## src/rtl/pipe_out_buffer.sv

```systemverilog
// Result buffer for an external arithmetic pipeline; optional popped-result accumulator under PIPE_OUT_SUM_EN.
// Holds an LAT+1 token shift register and a credit-checked DEPTH-entry result FIFO.

// pipe_out_fifo: DEPTH-entry result FIFO with extra-bit pointers for full/empty.
// Latency: a write is visible on rd_vld/rd_dat the cycle after the write edge.
// Backpressure: writes while full are refused; rd_dat holds steady until rd_rdy pops it.
module pipe_out_fifo #(
  parameter int W     = 10,
  parameter int DEPTH = 4
) (
  input  logic         clk,
  input  logic         rst,
  input  logic         wr_vld,
  input  logic [W-1:0] wr_dat,
  input  logic         rd_rdy,
  output logic         rd_vld,
  output logic [W-1:0] rd_dat
);
  localparam int AW = $clog2(DEPTH);
  localparam logic [AW:0] FULL_OCC = (AW+1)'(DEPTH);
  localparam logic [AW:0] PTR_ONE  = (AW+1)'(1);

  logic [W-1:0] mem [DEPTH];
  logic [AW:0]  wr_ptr;
  logic [AW:0]  rd_ptr;
  logic [AW:0]  occ;
  logic         push;
  logic         pop;

  assign occ    = wr_ptr - rd_ptr;
  assign rd_vld = (occ != '0);
  assign push   = wr_vld && (occ != FULL_OCC);
  assign pop    = rd_vld && rd_rdy;
  // Empty FIFO presents zero rather than a stale entry.
  assign rd_dat = rd_vld ? mem[rd_ptr[AW-1:0]] : '0;

  always_ff @(posedge clk) begin
    if (rst) begin
      wr_ptr <= '0;
      rd_ptr <= '0;
    end else begin
      if (push) wr_ptr <= wr_ptr + PTR_ONE;
      if (pop)  rd_ptr <= rd_ptr + PTR_ONE;
    end
  end

  always_ff @(posedge clk) begin
    if (push) mem[wr_ptr[AW-1:0]] <= wr_dat;
  end
endmodule

// pipe_out_buffer: captures f_in LAT+1 edges after each accepted token and queues it (LAT >= 1).
// Latency: accept edge k -> FIFO write at edge k+LAT+1 -> out_valid the cycle after.
// Backpressure: in_ready from registered credits (occupancy + in flight < DEPTH); refused tokens set overflow.
module pipe_out_buffer #(
  parameter int N     = 10,
  parameter int LAT   = 3,
  parameter int DEPTH = 4
) (
  input  logic         clk,
  input  logic         rst,
  input  logic         in_valid,
  output logic         in_ready,
  input  logic [N-1:0] f_in,
  output logic [N-1:0] out_data,
  output logic         out_valid,
  input  logic         out_ready,
  output logic         overflow,
  output logic [15:0]  count,
  output logic [N+7:0] sum
);
  localparam int CW = $clog2(DEPTH) + 1;
  localparam logic [CW-1:0] CREDIT_MAX = CW'(DEPTH);
  localparam logic [CW-1:0] CREDIT_ONE = CW'(1);

  logic [LAT:0]  tok_sr;
  logic [CW-1:0] credit_used;
  logic          accept;
  logic          pop;
  logic          res_vld;

  // A credit is held from acceptance until the result is popped, so it covers
  // both in-flight tokens and FIFO entries with a single registered counter.
  assign in_ready = (credit_used < CREDIT_MAX);
  assign accept   = in_valid && in_ready;
  assign pop      = out_valid && out_ready;
  assign res_vld  = tok_sr[LAT];

  always_ff @(posedge clk) begin
    if (rst) tok_sr <= '0;
    else     tok_sr <= {tok_sr[LAT-1:0], accept};
  end

  always_ff @(posedge clk) begin
    if (rst) begin
      credit_used <= '0;
    end else begin
      case ({accept, pop})
        2'b10:   credit_used <= credit_used + CREDIT_ONE;
        2'b01:   credit_used <= credit_used - CREDIT_ONE;
        default: credit_used <= credit_used;
      endcase
    end
  end

  pipe_out_fifo #(
    .W     (N),
    .DEPTH (DEPTH)
  ) u_fifo (
    .clk    (clk),
    .rst    (rst),
    .wr_vld (res_vld),
    .wr_dat (f_in),
    .rd_rdy (out_ready),
    .rd_vld (out_valid),
    .rd_dat (out_data)
  );

  always_ff @(posedge clk) begin
    if (rst) begin
      overflow <= 1'b0;
      count    <= '0;
    end else begin
      if (in_valid && !in_ready) overflow <= 1'b1;
      if (pop)                   count    <= count + 16'd1;
    end
  end

`ifdef PIPE_OUT_SUM_EN
  always_ff @(posedge clk) begin
    if (rst)      sum <= '0;
    else if (pop) sum <= sum + {8'b0, out_data};
  end
`else
  assign sum = '0;
`endif
endmodule

```

## config.mk

```make
export PLATFORM = sky130hd
export DESIGN_NAME = pipe_out_buffer
export DESIGN_NICKNAME = d
export VERILOG_FILES = /design/src/rtl/pipe_out_buffer.sv
export SDC_FILE = /design/constraint.sdc
export NUM_CORES = 1
export LEC_CHECK = 0
export ABC_AREA = 1
export CAP_MARGIN = 20
export CORE_UTILIZATION = 51
export DETAILED_ROUTE_END_ITERATION = 16
export PLACE_DENSITY = 0.78
export SYNTH_ARGS = -nofsm -noshare
export SYNTH_HDL_FRONTEND = slang
export SYNTH_SLANG_ARGS = --single-unit
```

## constraint.sdc

```tcl
create_clock -name clk -period 6 [get_ports clk]
set_clock_uncertainty 0.1 [all_clocks]
set_input_delay 1.2 -clock clk [delete_from_list [all_inputs] [get_ports clk]]
set_output_delay 1.2 -clock clk [all_outputs]
set_load 0.005 [all_outputs]
```

==> results of run 1 <==
[through the flow]
step	worst slack [ps]	power, mW	area, um^2	hold WS (ps)	utilization
detailed placement	2600	1.08	3730	296	0.588
floorplan	3300	0.931	3420	288	-
CTS	2200	1.46	3930	312	0.619
global route	2010	1.54	3930	327	0.619
global placement	2640	1.07	3730	290	0.588
finish	2220	1.45	3930	310	0.619
[cell type report]
type / instances / area [um^2]
fillers: 532 / 2420
flip-flops and latches: 72 / 1840
multi-input cells: 248 / 1200
repair buffers: 42 / 420
inverters: 46 / 173
clock buffers: 9 / 124
well taps: 77 / 96.3
clock inverters: 7 / 71.3
[how the worst max path moves through the flow]
stage	to	slack, ps
final	out_data[6]	2220
after global placement	out_data[2]	2640
after CTS	out_data[9]	2200
after floorplan	out_data[0]	3300
after global routing	out_data[5]	2010
after detailed placement	credit_used[2]	2600
[worst max-delay path: cells and delay by family, from the launching register on]
family | cells | cell delay [ps]
and+or+nand+nor | 2 | 300
AOI/OAI and AO/OA | 1 | 110
DFF | 1 | 750
buffers and inverters | 3 | 970
[synthesized netlist by cell type (all sizes together)]
cell type,count,area (um^2)
a21oi,22,110
buf,23,175
clkbuf,9,33.8
conb,1,3.75
dfxtp,32,641
edfxtp,40,1200
fa,1,20.0
ha,9,113
inv,46,173
nand2,58,225
nand3,28,153
nand3b,4,30.0
nand4,1,6.26
nor2,82,310
nor3,1,5.00
o21ai,13,65.1
o32ai,10,87.6
xor2,1,8.76
[per-layer routing]
| metal | share of wire | vias up |
|---|---|---|
| li1 | - | 1277 |
| met1 | 0.46 | 1124 |
| met2 | 0.47 | 70 |
| met3 | 0.049 | 8 |
| met4 | 0.015 | 0 |
| met5 | 0 | - |
[state kept, by name (all words and copies together), names as in the netlist, named ones only]
register	flops
tok_sr	4
credit_used	3
count	16
u_fifo.mem	40
u_fifo.wr_ptr	3
overflow	1
u_fifo.rd_ptr	3
[logic make-up (layout without fill, tap and decap cells)]
group,Yosys count,count (layout),synth area share
fa+ha+maj,10,10,0.0395
buf+inv,78,104,0.114
compound gates,45,45,0.0782
other cells,1,18,0.00112
flops,72,72,0.548
xor+xnor,1,1,0.00261
simple gates,174,174,0.217
[power by group]
part / internal [mW] / switching, mW / total [mW]
logic: 0.221 / 0.258 / 0.479
clock network: 0.192 / 0.185 / 0.377
registers: 0.550 / 0.0448 / 0.595
[layout by cell type, fill, tap and decap left out]
| cell | instances |
|---|---|
| sky130_fd_sc_hd__xor2_1 | 1 |
| sky130_fd_sc_hd__nor2_1 | 81 |
| sky130_fd_sc_hd__o32ai_1 | 10 |
| sky130_fd_sc_hd__fa_1 | 1 |
| sky130_fd_sc_hd__nand2_1 | 55 |
| sky130_fd_sc_hd__edfxtp_1 | 40 |
| sky130_fd_sc_hd__nand3_4 | 1 |
| sky130_fd_sc_hd__conb_1 | 18 |
| sky130_fd_sc_hd__nor2_2 | 1 |
| sky130_fd_sc_hd__clkinv_4 | 1 |
| sky130_fd_sc_hd__a21oi_1 | 22 |
| sky130_fd_sc_hd__o21ai_0 | 13 |
| sky130_fd_sc_hd__nand4_1 | 1 |
| sky130_fd_sc_hd__clkbuf_8 | 9 |
| sky130_fd_sc_hd__clkinvlp_4 | 2 |
| sky130_fd_sc_hd__dfxtp_1 | 32 |
| sky130_fd_sc_hd__nand2_2 | 3 |
| sky130_fd_sc_hd__inv_1 | 44 |
| sky130_fd_sc_hd__ha_1 | 9 |
| sky130_fd_sc_hd__clkinv_1 | 1 |
| sky130_fd_sc_hd__nand3_1 | 27 |
| sky130_fd_sc_hd__bufinv_16 | 1 |
| sky130_fd_sc_hd__clkdlybuf4s50_1 | 42 |
| sky130_fd_sc_hd__inv_6 | 1 |
| sky130_fd_sc_hd__clkinv_2 | 1 |
| sky130_fd_sc_hd__nor3_1 | 1 |
| sky130_fd_sc_hd__nand3b_1 | 4 |
| sky130_fd_sc_hd__inv_2 | 2 |
==> results.md, run 1 <==
- The met3 track demand over resource is 0.0527.
- In the final routed layout, each cell accounts on average for around 12 um.
- Entering global routing, the biggest net connects 47 pins.
- The clock passes through at most 2 buffers.
- The wire length of the first global-routing pass is roughly 9600 um.
- The total clock buffers created by CTS is 9.
- Data on the critical path arrives at its endpoint at 2480 ps.
- In this run the most critical hold path is launched from tok_sr[1].
- The clock root buffer is sky130_fd_sc_hd__clkbuf_8.
- For this run, the detailed router's first-pass iteration total came to 4.
- The critical path is of the flop to output pin type.
- The total power per unit cell area is 369 mW/mm^2.
- The core box area is 0.00635 mm^2.
- The path with the worst hold slack has its endpoint at tok_sr[2].
- The final count of hold timing violations is 0.
- Hold repair after CTS inserted 0 buffers.
- For this block, the initial DRC count from the detailed router was 112.
- The die covers 0.00692 mm^2.
- The layout-stage area growth over the synthesis result is 16.9%.
- The library cell appearing most often on the critical path is sky130_fd_sc_hd__inv_1.
- The global routing stage identified its most utilized layer as met2.
- The width of the chip is 83.2 um.
- The worst path required time is about 4700 ps.
- The via count of the first global-routing pass is 2212.
- The total count of max-transition violations in the final report was 0.
- Counting instances, the worst hold path has a depth of 2.
- The path category of the worst min-delay check is flop to flop.
- The tightest slew margin relative to the limit is 0.325.
- The worst-skew pair later-pin latency is between 300 and 400 ps.
- In the final design database the tool counted 443 nets.
- The residual antenna-violating net count after detailed routing is 0.
- Max-cap violations in this run came to 0.
- The total routed wirelength is 5830 um.
- Setup repair after global routing left no endpoint under its margin.
- The number of gates resized after CTS was 0.
- After detailed routing, the number of vias per cell comes to 4.95.
- For this design, the sink count on the clock tree is 72.
- The final non-filler cell total is approximately 500.
- The maximum vdd ir drop is between 200 and 300 uV.
- STA classifies the critical path endpoint as an output pin.
- The top-level port count is between 60 and 70.
- The H-tree depth reported by CTS is 3.
- The vertical extent of the die is 83.2 um.
- Yosys printed 0 warnings.
- The flow ran to the end, and the final reports show no timing, DRC or antenna violations.
- The count of input and output buffers is 42.
- The clock tree from TritonCTS is yes.
- The maximum operating frequency is 265 MHz.
- Synthesis produced a netlist whose cell count is 381.
- The maximum fanout count along the critical path is 21.
- For this run the aggregate overflow at the end of global routing stands at 0.
- The analysis attributes to cell leakage a power of between 1.5 and 2 nW.
- Synthesis inferred 72 register bits.
- The setup TNS after final layout is 0 ps.
- Setup violations remaining at the end of the flow were counted as 0.
- In this run the critical register-to-register path is captured at credit_used[2].
- The HPWL after detailed placement is 3720 um.
- The total track usage is 0.177.
- The count of standard-cell rows is 29.
- Across all layers, the routed design uses 2479 vias.
- The worst-case register-to-register setup slack is slightly above 3000 ps.
- In this run the critical register-to-register path is launched from u_fifo.rd_ptr[1].
- The remaining routing DRC violations is 0.
- Counting tap cells, the placed design contains a total of 485 instances.
- The critical path's largest stage delay is 750 ps.
- The number of antenna violations at the first check in global routing is 0.
- In this run the post-CTS setup repair buffer count came out at 0.
- The part of the Yosys area used for sequential elements is 0.548.
- Walking the worst path, the cells encountered are inv_1, nor2_1, o32ai_1, nand2_1, inv_1, clkdlybuf4s50_1.
- The met2 layer usage reported by global route is 0.305.
- The number of cells on the worst reg-to-reg path is 14.
- The clock edge transition at the registers on the reported setup and hold paths is about 80 ps.
- The fraction of layout instances using a drive strength above 1 is 0.0519.
- The final clock period utilization by the worst path is 0.630.
- The number of different library cells used by synthesis comes to 24.
- The congestion estimate from routability-driven global placement came to 0.744.
- The kind of start point of the critical path is a flop.
- The diode insertion count for antenna repair is 0.
- The minimum period implied by the final worst setup slack is 3780 ps.
- At the pin with the least slew margin, the transition time is 1010 ps.
- The synthesized netlist occupies a cell area of between 0.003 and 0.004 mm^2.
- The initial utilization of the core area, before any placement, comes to 0.529.
- The met1 routing resource usage after global routing is 0.204.
- The average instance area after synthesis is 8.82 um^2.
- The largest individual stage delay along the critical path comes from the cell sky130_fd_sc_hd__dfxtp_1.
(Power assumes the default switching activity.)
==> run 2, diff against run 1 <==
clock period = 3.9 ns   (was 6 ns; I/O delays follow)
==> results.md, run 2 (same netlist as run 1, synthesis figures left out) <==
- The diode insertion count for antenna repair came to 0 (unchanged).
- The total placed instance area is 0.00374 mm^2 (+0.20%).
- The tree is rooted in a sky130_fd_sc_hd__clkbuf_8.
- The global route total overflow is 0 (unchanged).
- The number of violations of the max-capacitance limit came to 0 (unchanged).
- The number of vias after detailed routing was 2532 (+2.1%).
- The worst-case register-to-register setup slack is 990 ps (-2100 ps).
- The final weighted congestion in routability-driven placement is 0.806 (+8.4%).
- Setup repair after global routing left no endpoint under its margin.
- The residual antenna-violating net count after detailed routing is 0 (unchanged).
- The startpoint identified for the worst register-to-register timing path is u_fifo.rd_ptr[1].
- The top cell types in the final layout, fill and taps aside, are sky130_fd_sc_hd__nor2_1, sky130_fd_sc_hd__nand2_1, sky130_fd_sc_hd__inv_1.
- The number of setup buffers added after CTS is 0 (unchanged).
- The vias per cell is 5.05 (+2.1%).
- The maximum operating frequency is 303 MHz.
- The clock edge transition at the registers on the reported setup and hold paths was 70 ps (about the same).
- The clock tree from TritonCTS is yes.
- The setup TNS after final layout is 0 ps (unchanged).
- The number of flip-flops in the largest register is 40 (unchanged).
- The maximum vdd ir drop came to 370 uV (+42%).
- The number of antenna violations at the first check in global routing is 0 (unchanged).
- The total count of max-transition violations in the final report is 0 (unchanged).
- The path type of the worst setup path is flop to output pin.
- The source of the worst hold timing path is tok_sr[2].
- The count of input and output buffers is 42 (unchanged).
- STA classifies the critical path startpoint as a flop.
- The wire length of the first global-routing pass is 10100 um (+5.1%).
- The area of all placed cells without fillers was 0.00389 mm^2 (-0.86%).
- The total power per unit cell area was 552 mW/mm^2 (+49%).
- The path category of the worst min-delay check is flop to flop.
- The number of buffers added to fix hold violations after cts was 0 (unchanged).
- The worst path required time was 3020 ps (-1680 ps).
- The floorplan die area is 0.00692 mm^2 (unchanged).
- The final count of hold timing violations is 0 (unchanged).
- The tightest slew margin relative to the limit came to 0.320 (-0.00523).
- The leading cell type in the layout, fill and taps excluded is sky130_fd_sc_hd__nor2_1.
- The number of buffers on the longest clock path was 2 (unchanged).
- The number of nets in the layout is 444 (+0.23%).
- The fraction of layout instances using a drive strength above 1 is 0.0448 (-0.00708).
- The maximum fanout count along the critical path is 46 (+120%).
- The length of the first detailed-routing pass in iterations is 4 (unchanged).
- The top-level port count came to 61 (unchanged).
- The clock net sink count was 72 (unchanged).
- The depth of the worst register-to-register path is 14 (unchanged).
- The count of standard-cell rows was 29 (unchanged).
- The total clock buffers created by CTS was 9 (unchanged).
- The final clock period utilization by the worst path is 0.845.
- The total routed wirelength came to 6080 um (+4.4%).
- The number of instances resized during post-cts repair is 0 (unchanged).
- The arrival time at the worst endpoint is 2420 ps (-60 ps).
- The pin count of the biggest net entering global routing came to 47 (unchanged).
- The total setup violations reported at the end of the flow is 0 (unchanged).
- The actual transition at the worst max-transition pin is 1020 ps (+7.82 ps).
- The worst hold path cell count is 2 (unchanged).
- The area growth from synthesis to layout is 15.9%.
- The end of the worst register-to-register path is credit_used[2].
- The half-perimeter wire length after detailed placement is 4000 um (+7.5%).
- The routed length per instance is 12.1 um (+4.4%).
- The worst-skew pair later-pin latency is 340 ps (about the same).
- The width of the chip is 83.2 um (unchanged).
- The number of DRC markers in iteration 0 is 110 (-1.8%).
- The endpoint kind of the worst setup timing path is an output pin.
- The H-tree depth reported by CTS was 3 (unchanged).
- The remaining routing DRC violations is 0 (unchanged).
- The leakage power is 1.57 nW (-1.1%).
- The worst hold endpoint is tok_sr[3].
- The initial core utilization is 0.529 (unchanged).
- The clock period could shrink to between 3000 and 4000 ps.
- The vertical extent of the die was 83.2 um (unchanged).
- The run finished with clean final reports.
- The via count of the first global-routing pass is 2324 (+5.1%).
- The total track usage is 0.186 (+0.00925).
- The core box area is 0.00635 mm^2 (unchanged).
[run 2: worst max path at each step]
stage	start	end	slack, ps	cells past startpoint
final	u_fifo.rd_ptr[1]	out_data[9]	600	8
after global routing	u_fifo.rd_ptr[1]	out_data[1]	410	8
after CTS	u_fifo.rd_ptr[1]	out_data[4]	580	8
after detailed placement	out_ready	credit_used[2]	920	10
after global placement	out_ready	credit_used[2]	1000	10
after floorplan	u_fifo.rd_ptr[1]	credit_used[2]	1500	14
[run 2: final cells by class]
type,instances,area (um^2)
inverter,46,173
clock buffer,11,131
tap,77,96.3
fill,529,2460
timing repair buffer,43,428
sequential,72,1840
multi-input combinational,248,1200
clock inverter,4,22.5
[run 2: report_power, final]
group	total (mW)	switching (mW)	leakage, nW	internal [mW]
clock	0.480	0.257	0.0705	0.223
sequential	0.896	0.0497	0.620	0.846
combinational	0.773	0.427	0.883	0.346
total	2.15	0.733	1.57	1.42
[run 2: critical path, cell delays in order (launching register included)]
cell and delay (ps):
sky130_fd_sc_hd__dfxtp_1 350, sky130_fd_sc_hd__inv_1 50, sky130_fd_sc_hd__ha_1 320, sky130_fd_sc_hd__a21oi_1 230, sky130_fd_sc_hd__nand2_2 100, sky130_fd_sc_hd__nand3_4 350
sky130_fd_sc_hd__nand2_1 100, sky130_fd_sc_hd__inv_1 70, sky130_fd_sc_hd__clkdlybuf4s50_1 490
[run 2: per-layer routing]
layer	global-route usage	routed length, um	up-vias
met5	0	0	-
met4	0.0815	99	0
met3	0.0517	297	8
met2	0.331	3040	67
met1	0.207	2650	1180
li1	-	-	1277
[run 2: through the flow]
step / hold slack [ps] / total power [mW] / setup slack [ps] / util / std cells
floorplan: 288 / 1.43 / 1500 / - / 398
global placement: 289 / 1.65 / 1000 / 0.589 / 486
detailed placement: 302 / 1.68 / 922 / 0.589 / 486
CTS: 312 / 2.16 / 579 / 0.613 / 501
global route: 328 / 2.29 / 411 / 0.613 / 501
finish: 304 / 2.15 / 605 / 0.613 / 501
==> run 3, diff against run 2 <==
CORE_UTILIZATION = 47   (was 51)
PLACE_DENSITY = 0.76   (was 0.78)
clock period = 3 ns   (was 3.9 ns; I/O delays follow)
==> results.md, run 3 (same netlist as run 1, synthesis figures left out) <==
- The run finished with clean final reports.
- The worst-case register-to-register setup slack came to 240 ps (-750 ps).
- The post-route total power is 3.00 mW (+40%).
- In this run the critical register-to-register path is launched from u_fifo.rd_ptr[1].
- The total clock buffers created by CTS is 9 (unchanged).
- The most critical setup path has its startpoint at u_fifo.rd_ptr[1].
- The pin count of the biggest net entering global routing was 33 (-30%).
- The net load switching power came to 1.01 mW (+38%).
- The width of the chip came to 86.6 um (+4.1%).
- Walking the worst path, the cells encountered are inv_1, ha_1, a21oi_2, nand2_2, nand3_4, nand2_1, inv_1, clkdlybuf4s50_1.
- The leading cell type in the layout, fill and taps excluded is sky130_fd_sc_hd__nor2_1.
- The worst-skew pair later-pin latency is 340 ps (about the same).
- The number of nets in the layout is 453 (+2.0%).
- The number of flip-flops in the largest register is 40 (unchanged).
- The number of antenna violations at the first check in global routing is 0 (unchanged).
- STA classifies the critical path endpoint as an output pin.
- The diode insertion count for antenna repair is 0 (unchanged).
- The count of input and output buffers was 42 (unchanged).
- The total track usage is 0.182 (-0.00403).
- The number of vias after detailed routing is 2560 (+1.1%).
- The total power per unit cell area is 744 mW/mm^2 (+35%).
- The routed length per instance came to 12.2 um (+0.58%).
- The leakage power is 1.65 nW (+4.8%).
- The number of violations of the max-capacitance limit is 0 (unchanged).
- The worst hold path belongs to the class flop to flop.
- The layout-stage area growth over the synthesis result is 20.1%.
- The remaining routing DRC violations is 0 (unchanged).
- The worst path buffer plus inverter count was 3 (unchanged).
- The via count of the first global-routing pass was 2352 (+1.2%).
- The number of placed cells counting well taps is 513 (+5.6%).
- The worst setup slack after placement came to 271 ps (-651 ps).
- The clock edge transition at the registers on the reported setup and hold paths is 70 ps (about the same).
- TritonCTS built the clock tree.
- The maximum vdd ir drop is 552 uV (+49%).
- The switching power share of the total is 0.338 (-0.00365).
- Of the available clock period, the critical path in the final layout requires 0.958.
- The worst path required time is 2300 ps (-720 ps).
- The library cell appearing most often on the critical path is sky130_fd_sc_hd__inv_1.
- The worst setup path is of the flop to output pin kind.
- The maximum fanout count along the critical path came to 8 (-83%).
- The actual transition at the worst max-transition pin was 603 ps (-413 ps).
- The number of DRC markers in iteration 0 came to 112 (+1.8%).
- The final non-filler cell total came to 530 (+5.8%).
- The proportion of power drawn by flip-flops and latches is 0.388 (-0.029).
- In this run the worst setup path terminates at out_data[2].
- The fraction of layout instances using a drive strength above 1 was 0.0760 (+0.0312).
- The arrival time at the worst endpoint is 2170 ps (-250 ps).
- The core box area is 0.00687 mm^2 (+8.2%).
- STA classifies the critical path startpoint as a flop.
- The half-perimeter wire length after detailed placement is 4210 um (+5.2%).
- The clock network power share is 0.253 (+0.030).
- Timing would allow up to 348 MHz.
- The residual antenna-violating net count after detailed routing is 0 (unchanged).
- The final worst-path setup slack is 127 ps (-478 ps).
- The depth of the worst register-to-register path is 14 (unchanged).
- The critical path's largest stage delay is 490 ps (about the same).
- The post-route core utilization is 0.587 (-0.0258).
- The number of cells on the critical path is 8 (unchanged).
- The combinational cell fraction of total power is 0.359 (about the same).
- The wire length of the first global-routing pass came to 10400 um (+3.4%).
- The endpoint identified for the worst register-to-register timing path is credit_used[2].
- The total routed wirelength is 6470 um (+6.4%).
- In the layout the commonest cells are sky130_fd_sc_hd__nor2_1, sky130_fd_sc_hd__nand2_1, sky130_fd_sc_hd__inv_1.
- The vias per cell is 4.83 (-4.4%).
- The length of the first detailed-routing pass in iterations is 4 (unchanged).
- The initial core utilization is 0.489 (-0.0400).
- The source of the worst hold timing path is tok_sr[2].
- The number of buffers added to fix hold violations after cts is 0 (unchanged).
- The routed design could run at a clock period as short as 2870 ps.
- The final weighted congestion in routability-driven placement is 0.785 (-2.6%).
- The number of buffers on the longest clock path came to 2 (unchanged).
- The worst-path cell with the longest stage delay is sky130_fd_sc_hd__clkdlybuf4s50_1.
- The clock root buffer is sky130_fd_sc_hd__clkbuf_8.
- The total count of max-transition violations in the final report came to 0 (unchanged).
- The internal power component was 1.99 mW (+40%).
- The vertical extent of the die is 86.6 um (+4.1%).
- The H-tree depth reported by CTS came to 3 (unchanged).
- The clock net sink count came to 72 (unchanged).
- The global route total overflow was 0 (unchanged).
- The total setup violations reported at the end of the flow is 0 (unchanged).
- The cell family with the largest share of critical-path delay is buffers and inverters.
- The floorplan die area was 0.00749 mm^2 (+8.3%).
- The tightest slew margin relative to the limit came to 0.597 (+0.278).
- The count of standard-cell rows is 30 (+3.4%).
- The final count of hold timing violations was 0 (unchanged).
- The top-level port count is 61 (unchanged).
[run 3: cell count changes in the layout (fill, tap and decap cells not counted), sizes merged]
cell | before | now
bufinv | 0 | 1
clkinvlp | 2 | 1
clkinv | 2 | 3
buf | 1 | 9
nand3 | 28 | 29
[run 3: per-layer routing]
metal / routed length [um] / GRT usage
met5: 0 / 0
met4: 61 / 0.0591
met3: 302 / 0.0495
met2: 3240 / 0.320
met1: 2870 / 0.216
[run 3: final cells by class]
cell class                 instances  area (um^2)
fill                             604         2830
sequential                        72         1840
multi-input combinational        249         1210
timing repair buffer              51          488
inverter                          46          173
clock buffer                      11          141
tap                               96          120
clock inverter                     5         56.3
[run 3: worst min-delay path by stage]
stage	slack (ps)	end	cells past startpoint
floorplan	290	tok_sr[1]	2
finish	310	tok_sr[3]	2
global route	320	tok_sr[2]	2
global placement	290	tok_sr[3]	2
detailed placement	300	tok_sr[2]	2
CTS	310	tok_sr[2]	2
[run 3: through the flow]
step / setup TNS, ps / cell area, um^2 / hold WS [ps]
floorplan: 0 / 3420 / 288
global placement: 0 / 3820 / 290
detailed placement: 0 / 3820 / 300
CTS: 0 / 4020 / 310
global route: -5.79 / 4040 / 323
finish: 0 / 4040 / 308
[run 3: power groups by stage]
stage / registers, mW / clock network [mW] / logic (mW)
after floorplan: 1.16 / 0 / 0.706
after global placement: 1.19 / 0 / 0.994
after detailed placement: 1.19 / 0 / 1.04
after CTS: 1.17 / 0.768 / 1.04
after global routing: 1.17 / 0.811 / 1.19
final: 1.16 / 0.758 / 1.08
[run 3: timing repair]
action | in CTS | in global routing
buffers inserted | 0 | 0
hold endpoints to repair | 0 | 0
endpoints found under the setup margin | 0 | 10
resized for setup | 0 | 1
[run 3: worst min-delay path: cells and delay by family (launching register included)]
| family | cells | cell delay (ps) |
|---|---|---|
| DFF | 1 | 300 |
| and+or+nand+nor | 1 | 30 |
| buffers and inverters | 1 | 40 |
